===== config.mk =====
export PLATFORM = sky130hd
export DESIGN_NAME = game_flow_ctrl
export DESIGN_NICKNAME = d
export VERILOG_FILES = /design/src/rtl/game_flow_ctrl.sv
export SDC_FILE = /design/constraint.sdc
export NUM_CORES = 1
export LEC_CHECK = 0
export CAP_MARGIN = 20
export CORE_UTILIZATION = 41
export DETAILED_ROUTE_END_ITERATION = 8
export PLACE_DENSITY_LB_ADDON = 0.15
export SYNTH_ARGS = -nofsm -noshare
export SYNTH_HDL_FRONTEND = slang
export SYNTH_SLANG_ARGS = --single-unit

===== constraint.sdc =====
create_clock -name clk_i -period 3.11 [get_ports clk_i]
set_input_delay 0.622 -clock clk_i [delete_from_list [all_inputs] [get_ports clk_i]]
set_output_delay 0.622 -clock clk_i [all_outputs]
set_load 0.05 [all_outputs]

===== src/rtl/game_flow_ctrl.sv =====
// Game-level sequencer for the 8x8 LED brick-breaker: serve/play/pause flow, lives,
// BCD score and level-dependent ball pacing. All outputs are registered.
module game_flow_ctrl #(
    parameter int unsigned LIVES_INIT    = 3,
    parameter int unsigned STEP_DIV_INIT = 3,
    parameter int unsigned STEP_DIV_MIN  = 1,
    parameter int unsigned PAUSE_TICKS   = 20,
    parameter int unsigned MAX_LEVEL     = 3
) (
    input  logic       clk_i,
    input  logic       rst_ni,
    input  logic       tick_i,
    input  logic       throw_btn_i,
    input  logic       brick_hit_i,
    input  logic       ball_lost_i,
    input  logic [4:0] bricks_left_i,
    output logic       engine_clr_o,
    output logic       serve_rst_o,
    output logic       serve_hold_o,
    output logic       ball_step_o,
    output logic [1:0] lives_o,
    output logic [7:0] score_o,
    output logic [1:0] level_o,
    output logic [2:0] state_o,
    output logic       game_over_o
);

    localparam int unsigned DivW   = $clog2(STEP_DIV_INIT + 1);
    localparam int unsigned PauseW = $clog2(PAUSE_TICKS + 1);

    localparam logic [1:0]        LivesInit = 2'(LIVES_INIT);
    localparam logic [1:0]        MaxLevel  = 2'(MAX_LEVEL);
    localparam logic [DivW-1:0]   DivInit   = DivW'(STEP_DIV_INIT);
    localparam logic [PauseW-1:0] PauseLast = PauseW'(PAUSE_TICKS - 1);

    typedef enum logic [2:0] {
        StClear   = 3'd0,
        StServe   = 3'd1,
        StPlay    = 3'd2,
        StLost    = 3'd3,
        StCleared = 3'd4,
        StOver    = 3'd5
    } state_e;

    state_e              state_q, state_d;
    logic [1:0]          lives_q, lives_d;
    logic [7:0]          score_q, score_d;
    logic [1:0]          level_q, level_d;
    logic [DivW-1:0]     step_div_q, step_div_d;
    logic [DivW-1:0]     step_cnt_q, step_cnt_d;
    logic [PauseW-1:0]   pause_cnt_q, pause_cnt_d;
    logic                throw_prev_q;
    logic                engine_clr_q, engine_clr_d;
    logic                serve_rst_q, serve_rst_d;
    logic                serve_hold_q, serve_hold_d;
    logic                ball_step_q, ball_step_d;
    logic                game_over_q, game_over_d;

    logic                throw_edge;
    logic                step_wrap;
    logic [7:0]          score_inc;
    logic [1:0]          level_inc;
    logic [DivW-1:0]     div_new;

    assign throw_edge = throw_btn_i & ~throw_prev_q;
    assign level_inc  = (level_q >= MaxLevel) ? level_q : level_q + 2'd1;

    // Two-digit BCD increment, saturating at 99.
    always_comb begin
        if (score_q == 8'h99) begin
            score_inc = score_q;
        end else if (score_q[3:0] == 4'd9) begin
            score_inc = {score_q[7:4] + 4'd1, 4'd0};
        end else begin
            score_inc = {score_q[7:4], score_q[3:0] + 4'd1};
        end
    end

    always_comb begin
        div_new = DivW'(STEP_DIV_MIN);
        if (STEP_DIV_INIT >= 32'(level_inc) + STEP_DIV_MIN) begin
            div_new = DivW'(STEP_DIV_INIT - 32'(level_inc));
        end
    end

    always_comb begin
        state_d     = state_q;
        lives_d     = lives_q;
        score_d     = score_q;
        level_d     = level_q;
        step_div_d  = step_div_q;
        step_cnt_d  = step_cnt_q;
        pause_cnt_d = pause_cnt_q;
        serve_rst_d = 1'b0;
        step_wrap   = 1'b0;

        case (state_q)
            StClear: state_d = StServe;
            StServe: begin
                if (throw_edge) begin
                    state_d    = StPlay;
                    step_cnt_d = '0;
                end
            end
            StPlay: begin
                if (tick_i) begin
                    if (step_cnt_q == step_div_q - 1'b1) begin
                        step_cnt_d = '0;
                        step_wrap  = 1'b1;
                    end else begin
                        step_cnt_d = step_cnt_q + 1'b1;
                    end
                end
                if (brick_hit_i) begin
                    score_d = score_inc;
                end
                // An emptied wall wins over a simultaneous ball loss.
                if (bricks_left_i == 5'd0) begin
                    state_d     = StCleared;
                    level_d     = level_inc;
                    step_div_d  = div_new;
                    pause_cnt_d = '0;
                end else if (ball_lost_i) begin
                    state_d     = StLost;
                    lives_d     = (lives_q == 2'd0) ? lives_q : lives_q - 2'd1;
                    pause_cnt_d = '0;
                    serve_rst_d = 1'b1;
                end
            end
            StLost: begin
                if (tick_i) begin
                    if (pause_cnt_q == PauseLast) begin
                        state_d = (lives_q == 2'd0) ? StOver : StServe;
                    end else begin
                        pause_cnt_d = pause_cnt_q + 1'b1;
                    end
                end
            end
            StCleared: begin
                if (tick_i) begin
                    if (pause_cnt_q == PauseLast) begin
                        state_d = StClear;
                    end else begin
                        pause_cnt_d = pause_cnt_q + 1'b1;
                    end
                end
            end
            StOver: begin
                if (throw_edge) begin
                    state_d    = StClear;
                    lives_d    = LivesInit;
                    score_d    = 8'h00;
                    level_d    = 2'd0;
                    step_div_d = DivInit;
                end
            end
            default: state_d = StClear;
        endcase

        engine_clr_d = (state_q == StClear);
        serve_hold_d = (state_d == StServe);
        game_over_d  = (state_d == StOver);
        // A tick that coincides with leaving PLAY must not move the ball.
        ball_step_d  = step_wrap & (state_d == StPlay);
    end

    always_ff @(posedge clk_i or negedge rst_ni) begin
        if (!rst_ni) begin
            state_q      <= StClear;
            lives_q      <= LivesInit;
            score_q      <= 8'h00;
            level_q      <= 2'd0;
            step_div_q   <= DivInit;
            step_cnt_q   <= '0;
            pause_cnt_q  <= '0;
            throw_prev_q <= 1'b1;
            engine_clr_q <= 1'b0;
            serve_rst_q  <= 1'b0;
            serve_hold_q <= 1'b0;
            ball_step_q  <= 1'b0;
            game_over_q  <= 1'b0;
        end else begin
            state_q      <= state_d;
            lives_q      <= lives_d;
            score_q      <= score_d;
            level_q      <= level_d;
            step_div_q   <= step_div_d;
            step_cnt_q   <= step_cnt_d;
            pause_cnt_q  <= pause_cnt_d;
            throw_prev_q <= throw_btn_i;
            engine_clr_q <= engine_clr_d;
            serve_rst_q  <= serve_rst_d;
            serve_hold_q <= serve_hold_d;
            ball_step_q  <= ball_step_d;
            game_over_q  <= game_over_d;
        end
    end

    assign engine_clr_o = engine_clr_q;
    assign serve_rst_o  = serve_rst_q;
    assign serve_hold_o = serve_hold_q;
    assign ball_step_o  = ball_step_q;
    assign lives_o      = lives_q;
    assign score_o      = score_q;
    assign level_o      = level_q;
    assign state_o      = state_q;
    assign game_over_o  = game_over_q;

endmodule


-- Yosys cells after proc, flatten, opt, wreduce, memory -nomap -nowiden
Cells that the tools add are included.
- output and inout port bits: 20
- flip-flop bits (word level): 30
- word-level logic and storage cells: 107
- memories: 0
- bits of input ports: 11
- memory bits (writable): 0
- memory bits (read-only): 0
- latch bits: 0
- reductions and logical operators: 13
- add/sub/neg operators: 9
- equality and inequality tests: 25
- shifts and indexed selects: 0
- multiplexer cells: 41
- bitwise logic cells: 3
- div/mod/pow operators: 0
- $lt $le $gt $ge: 2
- multiply operators: 0
- operators by type and width (operator ; count):
    8-bit 2-to-1 mux ; 4
    3-bit 2-to-1 mux ; 9
    2-bit 2-to-1 mux ; 11
    2-bit != test, second input constant ; 11
    5-bit 2-to-1 mux ; 4
    3-bit case mux with 6 select lines ; 1
    2-bit case mux with 2 select lines ; 4
    8-bit case mux with 2 select lines ; 1
    5-bit case mux with 2 select lines ; 1
    5-bit AND reduction ; 2
    3-bit by 2-bit equality test with 1-bit output, second input constant ; 3
    3-bit equality test, second input constant ; 3
    4-bit by 1-bit adder with 4-bit output, second input constant ; 2
    8-bit equality test, second input constant ; 1
    4-bit AND reduction ; 2
    3-bit by 1-bit equality test with 1-bit output, second input constant ; 2
    1-bit 2-to-1 mux ; 6
    3-bit AND reduction ; 2
    2-bit nonzero test ; 3
    5-bit by 1-bit adder with 5-bit output, second input constant ; 1
    5-bit equality test, second input constant ; 1
    5-bit logical NOT ; 1
    2-bit by 1-bit adder with 2-bit output, second input constant ; 2
    4-bit equality test, second input constant ; 1
    13 further kinds ; 15

-- Logic depth before layout (Yosys ltp)
Gate-level depths: netlist (run 1).
- word-level depth: 7
- mapped depth: 6
- mapped depth without buffers: 6

-- Least setup slack after synthesis (run 1)
Ideal clock, no wire load.
- kind: input to register
- start: in bricks_left_i[0]
- end: reg level_q[0] (netlist: level_o[0])
- path buffers: 0
- setup slack: 1.193 ns
- cell stages on the path: 4
- arrival: 1.792 ns
- path through: or4_4 > nor3_4 > nor2_2 > mux2_4
- cells in the longest elaborated chain, start to end: 3
- ends and longest elaborated chain (what ; line ; text):
    start, declared ; 16 ; input logic [4:0] bricks_left_i,
    5-bit logical NOT ; 118 ; if (bricks_left_i == 5'd0) begin
    2-bit != test (no line) ; -- ;
    3-bit AND reduction (no line) ; -- ;
    end signal, assigned ; 186 ; level_q <= level_d;
    end, declared ; 48 ; logic [1:0] level_q, level_d;
No other way between the ends.
A chain may end at the register's enable or synchronous reset.

-- Worst setup path in the final report (run 1)
- start: reg state_q[1] (netlist: state_o[1])
- end: out state_o[1]
- RTL lines (what ; line ; text):
    start, declared ; 45 ; state_e state_q, state_d;
    start signal, assigned ; 169 ; state_q <= StClear;
    start signal, assigned ; 183 ; state_q <= state_d;
    end, declared ; 24 ; output logic [2:0] state_o,
No word-level cell between the ends.

==> impl_metrics.csv, run 1 <==
group,metric,value,unit
die,die_area,0.00436,mm2
grt,antenna_found_initial,0,
worst_setup_path,max_stage_delay,0.90,ns
timing,slew_headroom,66.5,%
placement,place_area,0.00203,mm2
logic_synthesis,yosys_warnings,0,
die,coreArea,0.00380,mm2
worst_setup_path,crit_chain,"clkdlybuf4s50_1",
worst_setup_path,crit_fanout,17,
worst_setup_path,cp_num_buf_inv,1,
routing,viasPerCell,5.49,
worst_setup_path,criticalPathCategory,"reg2out",
worst_setup_path,cp_top_family,"buffers and inverters",
worst_setup_path,cp_slowest_cell,"clkdlybuf4s50_1",
logic_synthesis,synth.area.mux_share,5.37,%
logic_synthesis,synth.distinct_cells,50,
timing,finalSetupViolations,0,
routing,postRouteAntennaNets,0,
worst_setup_path,ff2ff_path_depth,4,
routing,drc_errors,0,
clock_network,clk_path_buf_depth,2,
timing,tightest_slew,0.500,ns
grt,grt_usage,19.0,%
placement,port_buffers,30,
cells_and_area,fin_cells,245,
die,start_util,44.2,%
clock_network,clkSinkCount,30,
power,ir_drop,504,uV
placement,place_congestion,0.747,
grt,grt_start_max_net_pins,31,
die,placementRows,22,
cells_and_area,diodes,0,
worst_setup_path,startpoint_type,"register",
logic_synthesis,synth-simple-area-share,23.0,%
job,maxCapViolCount,0,
timing,post-route-period-util,78.8,%
cells_and_area,final_area,0.00212,mm2
cells_and_area,final_util,55.9,%
die,ios,31,
placement,dp.cells,237,
clock_network,post_cts_buffers,0,
worst_setup_path,required,2.49,ns
logic_synthesis,netlist_area,0.00168,mm2
logic_synthesis,yosysSeqAreaShare,45.1,%
clock_network,insertion_delay,0.27,ns
timing,rsz0062_at_grt,"no",
clock_network,cts_resized,0,
power,p_per_area,782,mW/mm2
cells_and_area,final_nets,213,
routing,detail_route.wirelength,3.49,mm
logic_synthesis,synthXorXnorAreaFrac,1.04,%
clock_network,h-tree-depth,2,
logic_synthesis,synth_top_family_by_area,"simple AND/OR/NAND/NOR gates",
clock_network,clkTransAtPathRegs,0.06,ns
cells_and_area,syn2layout_area_growth,26.5,%
routing,vias,1346,
worst_hold_path,whs_path_depth,1,
grt,grt_pass1_wl,6.13,mm
clock_network,cts_buffers,5,
routing,wl_per_cell,14.2,um
timing,max_freq,408,MHz
status,outcome,"finished clean",
timing,skew,0.00191,ns
logic_synthesis,syn_avg_cell_area,10.4,um2
timing,setup_tns,0,ns
grt,grt-ovfl-total,0,
timing,final.setup.worst_slack,0.660,ns
logic_synthesis,synth_compound_area_share,16.8,%
worst_setup_path,cp.arrival,1.83,ns
clock_network,cts-root-buf,"clkbuf_8",
worst_setup_path,crit_path_end_kind,"primary output",
logic_synthesis,synth_fp_nets,178,
grt,grt_pass1_vias,1344,
die,die_height,66.0,um
routing,drt-initial-drc-count,78,
logic_synthesis,synth_fa_ha_area_share,4.47,%
power,leakagePower,0.924,nW
timing,drv_slew,0,
logic_synthesis,synthFlopType,"dfrtp_1",
worst_hold_path,hold_class,"reg2reg",
clock_network,cts_tree,"built",
logic_synthesis,async_flop_share,100,%
clock_network,holdBufCountCts,0,
die,dieWidth,66.0,um
logic_synthesis,synth_seq_cells,30,
placement,place_hpwl,2.61,mm
logic_synthesis,synth_edf_count,0,
timing,timing.final.crit_period,2.45,ns
cells_and_area,final_cell_mix,"30 x clkdlybuf4s50_1, 25 x dfrtp_1, 15 x inv_1",
logic_synthesis,postSynthCellCount,161,
worst_setup_path,cp.depth,1,
routing,dr.pass1.iters,4,
timing,finalHoldViolCount,0,
cells_and_area,drive_above_1_share,14.2,%
placement,dp_slack,0.713,ns
cells_and_area,final_common_cell,"clkdlybuf4s50_1",
==> per-stage QoR <==
stage / hold WS (ns) / power, W
floorplan: 0.326 / 0.00113
global placement: 0.486 / 0.00133
detailed placement: 0.500 / 0.00136
CTS: 0.508 / 0.00168
global route: 0.519 / 0.00178
finish: 0.500 / 0.00166
==> worst paths after layout <==
check,slack (ns),to,start
setup / recovery,0.66,state_o[1],state_o[1]$_DFF_PN0_
hold / removal,0.50,step_cnt_q[1]$_DFFE_PN0P_,step_cnt_q[1]$_DFFE_PN0P_
setup reg to reg,1.25,pause_cnt_q[2]$_DFFE_PN0P_,state_o[1]$_DFF_PN0_
hold reg to reg,0.50,step_cnt_q[1]$_DFFE_PN0P_,step_cnt_q[1]$_DFFE_PN0P_
max in group asynchronous,2.06,lives_o[0]$_DFFE_PN1P_,rst_ni
min in group asynchronous,0.74,serve_rst_o$_DFF_PN0_,rst_ni
==> cells in the mapped netlist, drive strengths merged (3+ instances only) <==
master | count | share of area (%)
nand3 | 9 | 3.0
dfstp | 5 | 7.8
ha | 6 | 4.5
o2bb2ai | 3 | 1.6
nor3 | 4 | 1.9
nand3b | 5 | 2.2
inv | 15 | 3.4
nand2b | 3 | 1.1
nor2b | 3 | 1.1
nor2 | 8 | 2.1
a31oi | 6 | 2.6
nand2 | 4 | 0.89
dfrtp | 25 | 37
buf | 3 | 0.89
mux2i | 6 | 3.6
o21ai | 12 | 3.8
and2 | 3 | 1.1
a21oi | 5 | 1.5
o22ai | 3 | 1.1
==> worst register-to-register path: stages, from the launching register on <==
cell and delay [ns]:
dfrtp_1 0.56, or3b_1 0.51, a211o_1 0.32, a21bo_2 0.25
a31oi_1 0.09
==> per-layer routing <==
metal  track usage [%]  part of all wire (%)  wire length, um  up-vias
li1                  -                     -                -      668
met1              24.0                    48             1670      647
met2              29.5                    48             1690       29
met3              5.86                   3.3              115        2
met4              9.04                  0.69               24        0
met5                 0                     0                0        -
==> logic make-up (layout without fill, tap and decap cells) <==
logic type / count (synthesis) / after routing
simple gates: 56 / 56
compound gates: 41 / 41
flops: 30 / 30
buf+inv: 18 / 54
mux: 8 / 8
fa+ha+maj: 6 / 6
xor+xnor: 2 / 2
==> state kept, by name, summed over array words and instances (netlist names), 2 cells and up <==
signal       flops
pause_cnt_q      5
score_o          8
state_o          3
step_cnt_q       2
lives_o          2
level_o          2
step_div_q       2
==> layout make-up <==
class / instances / area (um2)
timing repair buffer: 31 / 308
inverter: 15 / 56.3
clock inverter: 1 / 5.00
fill: 348 / 1680
clock buffer: 7 / 86.3
tap: 48 / 60.1
multi-input combinational: 113 / 851
sequential: 30 / 757
==> where the power goes <==
group / switching (W) / internal [W]
Combinational: 0.000416 / 0.000286
Clock: 0.000135 / 0.000178
Sequential: 0.000139 / 0.000506
Power figures use the tool's default switching activity.
==> run 2, diff against run 1 <==
clock period = 2.1 ns   (was 3.11 ns; I/O delays follow)
==> run 2 against run 1 <==
Effect of this change: clock power up 39%; register-to-register slack got worse by 0.94 ns; via count rose by 3.2%; design area up 1.5%; critical path depth is the same; sequential power up 44%.
==> impl_metrics.csv, run 2 (synthesized netlist as in run 1, its figures left out) <==
group,metric,value,unit
timing,hold_ws,0.504,ns
grt,grt_util_met2,31.3,%
worst_setup_path,crit_fanout,6,
worst_hold_path,hold_class,"reg2reg",
routing,vias,1389,
timing,post-route-period-util,93.2,%
power,p_sw_share,42.3,%
worst_setup_path,crit_chain,"clkdlybuf4s50_1",
power,combPwrFrac,44.3,%
die,die_area,0.00436,mm2
status,outcome,"finished clean",
timing,max_freq,511,MHz
clock_network,clkSinkCount,30,
grt,met3_usage,6.38,%
grt,antenna_found_initial,0,
routing,postRouteAntennaNets,0,
timing,slew_headroom,66.7,%
die,coreArea,0.00380,mm2
die,placementRows,22,
timing,skew,0.00568,ns
clock_network,holdBufCountCts,0,
placement,dp_slack,-0.0155,ns
power,leakagePower,0.958,nW
worst_setup_path,cp_num_buf_inv,1,
grt,grt_pass1_vias,1414,
worst_setup_path,cp_top_family,"buffers and inverters",
worst_setup_path,startpoint_type,"register",
placement,place_hpwl,2.69,mm
clock_network,h-tree-depth,2,
worst_setup_path,criticalPathCategory,"reg2out",
power,clkPwrFrac,17.8,%
power,p_int,0.00141,W
worst_setup_path,cp_slowest_cell,"clkdlybuf4s50_1",
die,die_height,66.0,um
grt,grtUsageMet1,24.2,%
routing,wl_per_cell,14.5,um
routing,viasPerCell,5.51,
die,dieWidth,66.0,um
timing,drv_slew,0,
clock_network,clkTransAtPathRegs,0.06,ns
timing,timing.final.crit_period,1.96,ns
clock_network,cts_tree,"built",
cells_and_area,largest_reg_flops,8,
grt,grt_start_max_net_pins,31,
cells_and_area,syn2layout_area_growth,28.3,%
timing,rsz0062_at_grt,"no",
timing,final.setup.worst_slack,0.143,ns
grt,grt-ovfl-total,0,
die,start_util,44.2,%
timing,tightest_slew,0.498,ns
cells_and_area,final_cell_mix,"25 x dfrtp_1, 25 x clkdlybuf4s50_1, 15 x inv_1",
clock_network,post_cts_buffers,0,
routing,detail_route.wirelength,3.65,mm
die,ios,31,
grt,grt_usage,19.6,%
clock_network,insertion_delay,0.28,ns
grt,grt_pass1_wl,6.36,mm
worst_setup_path,crit_path_end_kind,"primary output",
job,maxCapViolCount,0,
timing,finalHoldViolCount,0,
placement,place_congestion,0.872,
worst_setup_path,cp.arrival,1.54,ns
worst_setup_path,required,1.68,ns
clock_network,clk_path_buf_depth,2,
power,p_per_area,1140,mW/mm2
clock_network,cts_buffers,5,
worst_setup_path,max_stage_delay,0.83,ns
cells_and_area,drive_above_1_share,19.6,%
placement,port_buffers,30,
power,pwr-share-seq,37.9,%
clock_network,cts-root-buf,"clkbuf_8",
clock_network,cts_resized,0,
power,ir_drop,893,uV
routing,drt-initial-drc-count,60,
cells_and_area,final_nets,220,
grt,grt.busiest_layer,"met2",
cells_and_area,diodes,0,
routing,drc_errors,0,
power,power_switching,0.00104,W
routing,dr.pass1.iters,5,
timing,finalSetupViolations,0,
## run 2: changes by cell type in the layout (fill, tap and decap cells not counted)
cell | before | now
clkbuf_8 | 6 | 5
clkinv_2 | 1 | 2
clkdlybuf4s50_1 | 30 | 25
buf_4 | 1 | 13
## run 2: final timing paths
kind	from	end	slack [ns]	cells after the start
max	level_o[0]$_DFFE_PN0P_	level_o[0]	0.14	1
min	step_cnt_q[1]$_DFFE_PN0P_	step_cnt_q[1]$_DFFE_PN0P_	0.50	1
max reg2reg	state_o[1]$_DFF_PN0_	ball_step_o$_DFF_PN0_	0.31	4
min reg2reg	step_cnt_q[1]$_DFFE_PN0P_	step_cnt_q[1]$_DFFE_PN0P_	0.50	1
max in group asynchronous	rst_ni	step_div_q[1]$_DFFE_PN1P_	1.26	2
min in group asynchronous	rst_ni	serve_rst_o$_DFF_PN0_	0.53	2
## run 2: power groups by stage
stage	registers, W	logic (W)	clock network (W)
2_1_floorplan	0.00119	0.000484	0
3_3_place_gp	0.000924	0.00106	0
3_5_place_dp	0.000934	0.00108	0
4_1_cts	0.000927	0.00109	0.000451
5_1_grt	0.000958	0.00118	0.000486
6_report	0.000929	0.00109	0.000436
## run 2: layer usage
metal  share of wire [%]  vias to the layer above
li1                    -                      677
met1                  46                      669
met2                  47                       36
met3                 4.8                        7
met4                 1.9                        0
met5                   0                        -
## run 2: area by class of cell
type                       count  area (um2)
inverter                      15        56.3
multi-input combinational    113         851
tap                           48        60.1
clock buffer                   6        72.6
sequential                    30         757
clock inverter                 2        10.0
timing repair buffer          38         348
fill                         333        1640
## run 2: through the flow
step,utilization (%),std cells,setup TNS (ns),cell area [um2],power [W]
global route,56.7,252,0,2150,0.00262
floorplan,-,161,0,1680,0.00167
CTS,56.7,252,0,2150,0.00247
detailed placement,54.5,244,-0.0237,2070,0.00202
finish,56.7,252,0,2150,0.00245
global placement,54.5,244,0,2070,0.00199
==> run 3, diff against run 2 <==
CORE_MARGIN = 3   (was not set)
SKIP_CTS_REPAIR_TIMING = 1   (was not set)
==> run 3 against run 2 <==
Effect of this change: flip-flop and latch count stayed put; routed wire length rose by 1.5%; via count rose by 1.2%; clock power grew 29%; cell count grew 0.40%; worst setup slack lost 0.014 ns; non-clock buffer count rose by 1; sequential share of layout area decreased by 0.54 points; first-iteration DRC count up 37%; critical path type unchanged; critical endpoint is now score_o[0]; largest cell class unchanged; largest power group unchanged; highest routed layer unchanged.
==> impl_metrics.csv, run 3 (synthesized netlist as in run 1, its figures left out) <==
group,metric,value,unit
placement,dp.cells,245,
clock_network,insertion_delay,0.28,ns
cells_and_area,fin_cells,253,
status,outcome,"finished clean",
routing,dr.pass1.iters,4,
timing,setup_tns,0,ns
cells_and_area,diodes,0,
routing,wl_per_cell,14.7,um
routing,viasPerCell,5.56,
timing,hold_ws,0.493,ns
worst_setup_path,startpoint_type,"register",
cells_and_area,syn2layout_area_growth,30.3,%
grt,met3_usage,4.17,%
worst_setup_path,cp_num_buf_inv,1,
timing,slew_headroom,66.5,%
worst_setup_path,crit_path_start,"score_o[0]$_DFFE_PN0P_",
routing,detail_route.wirelength,3.71,mm
die,start_util,44.2,%
placement,port_buffers,30,
die,placementRows,22,
power,leakagePower,0.976,nW
worst_hold_path,hold_start,"step_cnt_q[1]$_DFFE_PN0P_",
grt,antenna_found_initial,0,
timing,skew,0.00715,ns
worst_setup_path,criticalPathCategory,"reg2out",
power,ir_drop,839,uV
power,p_per_area,1190,mW/mm2
die,coreArea,0.00380,mm2
worst_setup_path,crit_fanout,6,
timing,tightest_slew,0.502,ns
clock_network,clkSinkCount,30,
clock_network,cts_tree,"built",
clock_network,cts_buffers,5,
routing,drt-initial-drc-count,82,
timing,post-route-period-util,93.9,%
worst_hold_path,hold_class,"reg2reg",
timing,finalSetupViolations,0,
die,die_area,0.00490,mm2
cells_and_area,final_area,0.00219,mm2
timing,timing.final.crit_period,1.97,ns
timing,finalHoldViolCount,0,
cells_and_area,final_cell_mix,"25 x dfrtp_1, 25 x clkdlybuf4s50_1, 15 x inv_1",
grt,grt_pass1_vias,1412,
worst_setup_path,crit_chain,"clkdlybuf4s50_1",
timing,final.setup.worst_slack,0.129,ns
clock_network,clk_path_buf_depth,2,
grt,grt_start_max_net_pins,31,
worst_setup_path,max_stage_delay,0.84,ns
worst_setup_path,crit_path_end_kind,"primary output",
routing,vias,1406,
worst_setup_path,required,1.68,ns
job,maxCapViolCount,0,
die,dieWidth,70.0,um
grt,grt_pass1_wl,6.60,mm
grt,grt_util_met2,25.9,%
worst_setup_path,cp_top_family,"buffers and inverters",
clock_network,h-tree-depth,2,
placement,dp_slack,-0.0504,ns
die,die_height,70.0,um
cells_and_area,final_nets,221,
grt,grt_usage,16.6,%
grt,grt-ovfl-total,0,
timing,max_freq,507,MHz
grt,grtUsageMet1,21.5,%
cells_and_area,fillers,332,
clock_network,cts-root-buf,"clkbuf_8",
grt,grt.busiest_layer,"met2",
placement,place_area,0.00208,mm2
placement,place_hpwl,2.82,mm
worst_setup_path,r2r-start,"state_o[1]$_DFF_PN0_",
clock_network,clkTransAtPathRegs,0.07,ns
worst_setup_path,cp_slowest_cell,"clkdlybuf4s50_1",
worst_setup_path,cp.arrival,1.55,ns
timing,rsz0062_at_grt,"no",
timing,drv_slew,0,
cells_and_area,largest_reg_flops,8,
cells_and_area,drive_above_1_share,20.5,%
routing,drc_errors,0,
die,ios,31,
routing,postRouteAntennaNets,0,
placement,place_congestion,0.817,
## run 3: final cells by class
cell class / instances / area, um2 / area share (%)
Clock buffer: 5 / 68.8 / 3.14
Inverter: 15 / 56.3 / 2.57
Timing Repair Buffer: 39 / 355 / 16.2
Tap cell: 48 / 60.1 / 2.74
Multi-Input combinational cell: 113 / 851 / 38.9
Clock inverter: 3 / 40.0 / 1.83
Sequential cell: 30 / 757 / 34.6
## run 3: metal layers
| metal | routed length, um | share of wire (%) |
|---|---|---|
| met2 | 1790 | 48 |
| met5 | 0 | 0 |
| met1 | 1670 | 45 |
| met4 | 64 | 1.7 |
| met3 | 177 | 4.8 |
## run 3: path summary, 6_finish.rpt
| path | end | slack (ns) | depth (start not counted) |
|---|---|---|---|
| worst max-delay path | score_o[0] | 0.13 | 1 |
| worst min-delay path | step_cnt_q[1]$_DFFE_PN0P_ | 0.49 | 1 |
| worst max register to register | pause_cnt_q[2]$_DFFE_PN0P_ | 0.27 | 5 |
| worst min register to register | step_cnt_q[1]$_DFFE_PN0P_ | 0.49 | 1 |
| max in group asynchronous | lives_o[0]$_DFFE_PN1P_ | 1.24 | 2 |
| min in group asynchronous | step_cnt_q[1]$_DFFE_PN0P_ | 0.53 | 2 |
## run 3: power by group
| group | leakage (nW) | switching, W | internal, W |
|---|---|---|---|
| Sequential | 0.364 | 0.000169 | 0.000751 |
| Combinational | 0.554 | 0.000669 | 0.000443 |
| Clock | 0.0579 | 0.000212 | 0.000349 |
## run 3: metrics by stage
stage | util, % | total power [W]
floorplan | - | 0.00167
global placement | 54.7 | 0.00200
detailed placement | 54.7 | 0.00204
CTS | 57.6 | 0.00261
global route | 57.6 | 0.00276
finish | 57.6 | 0.00259
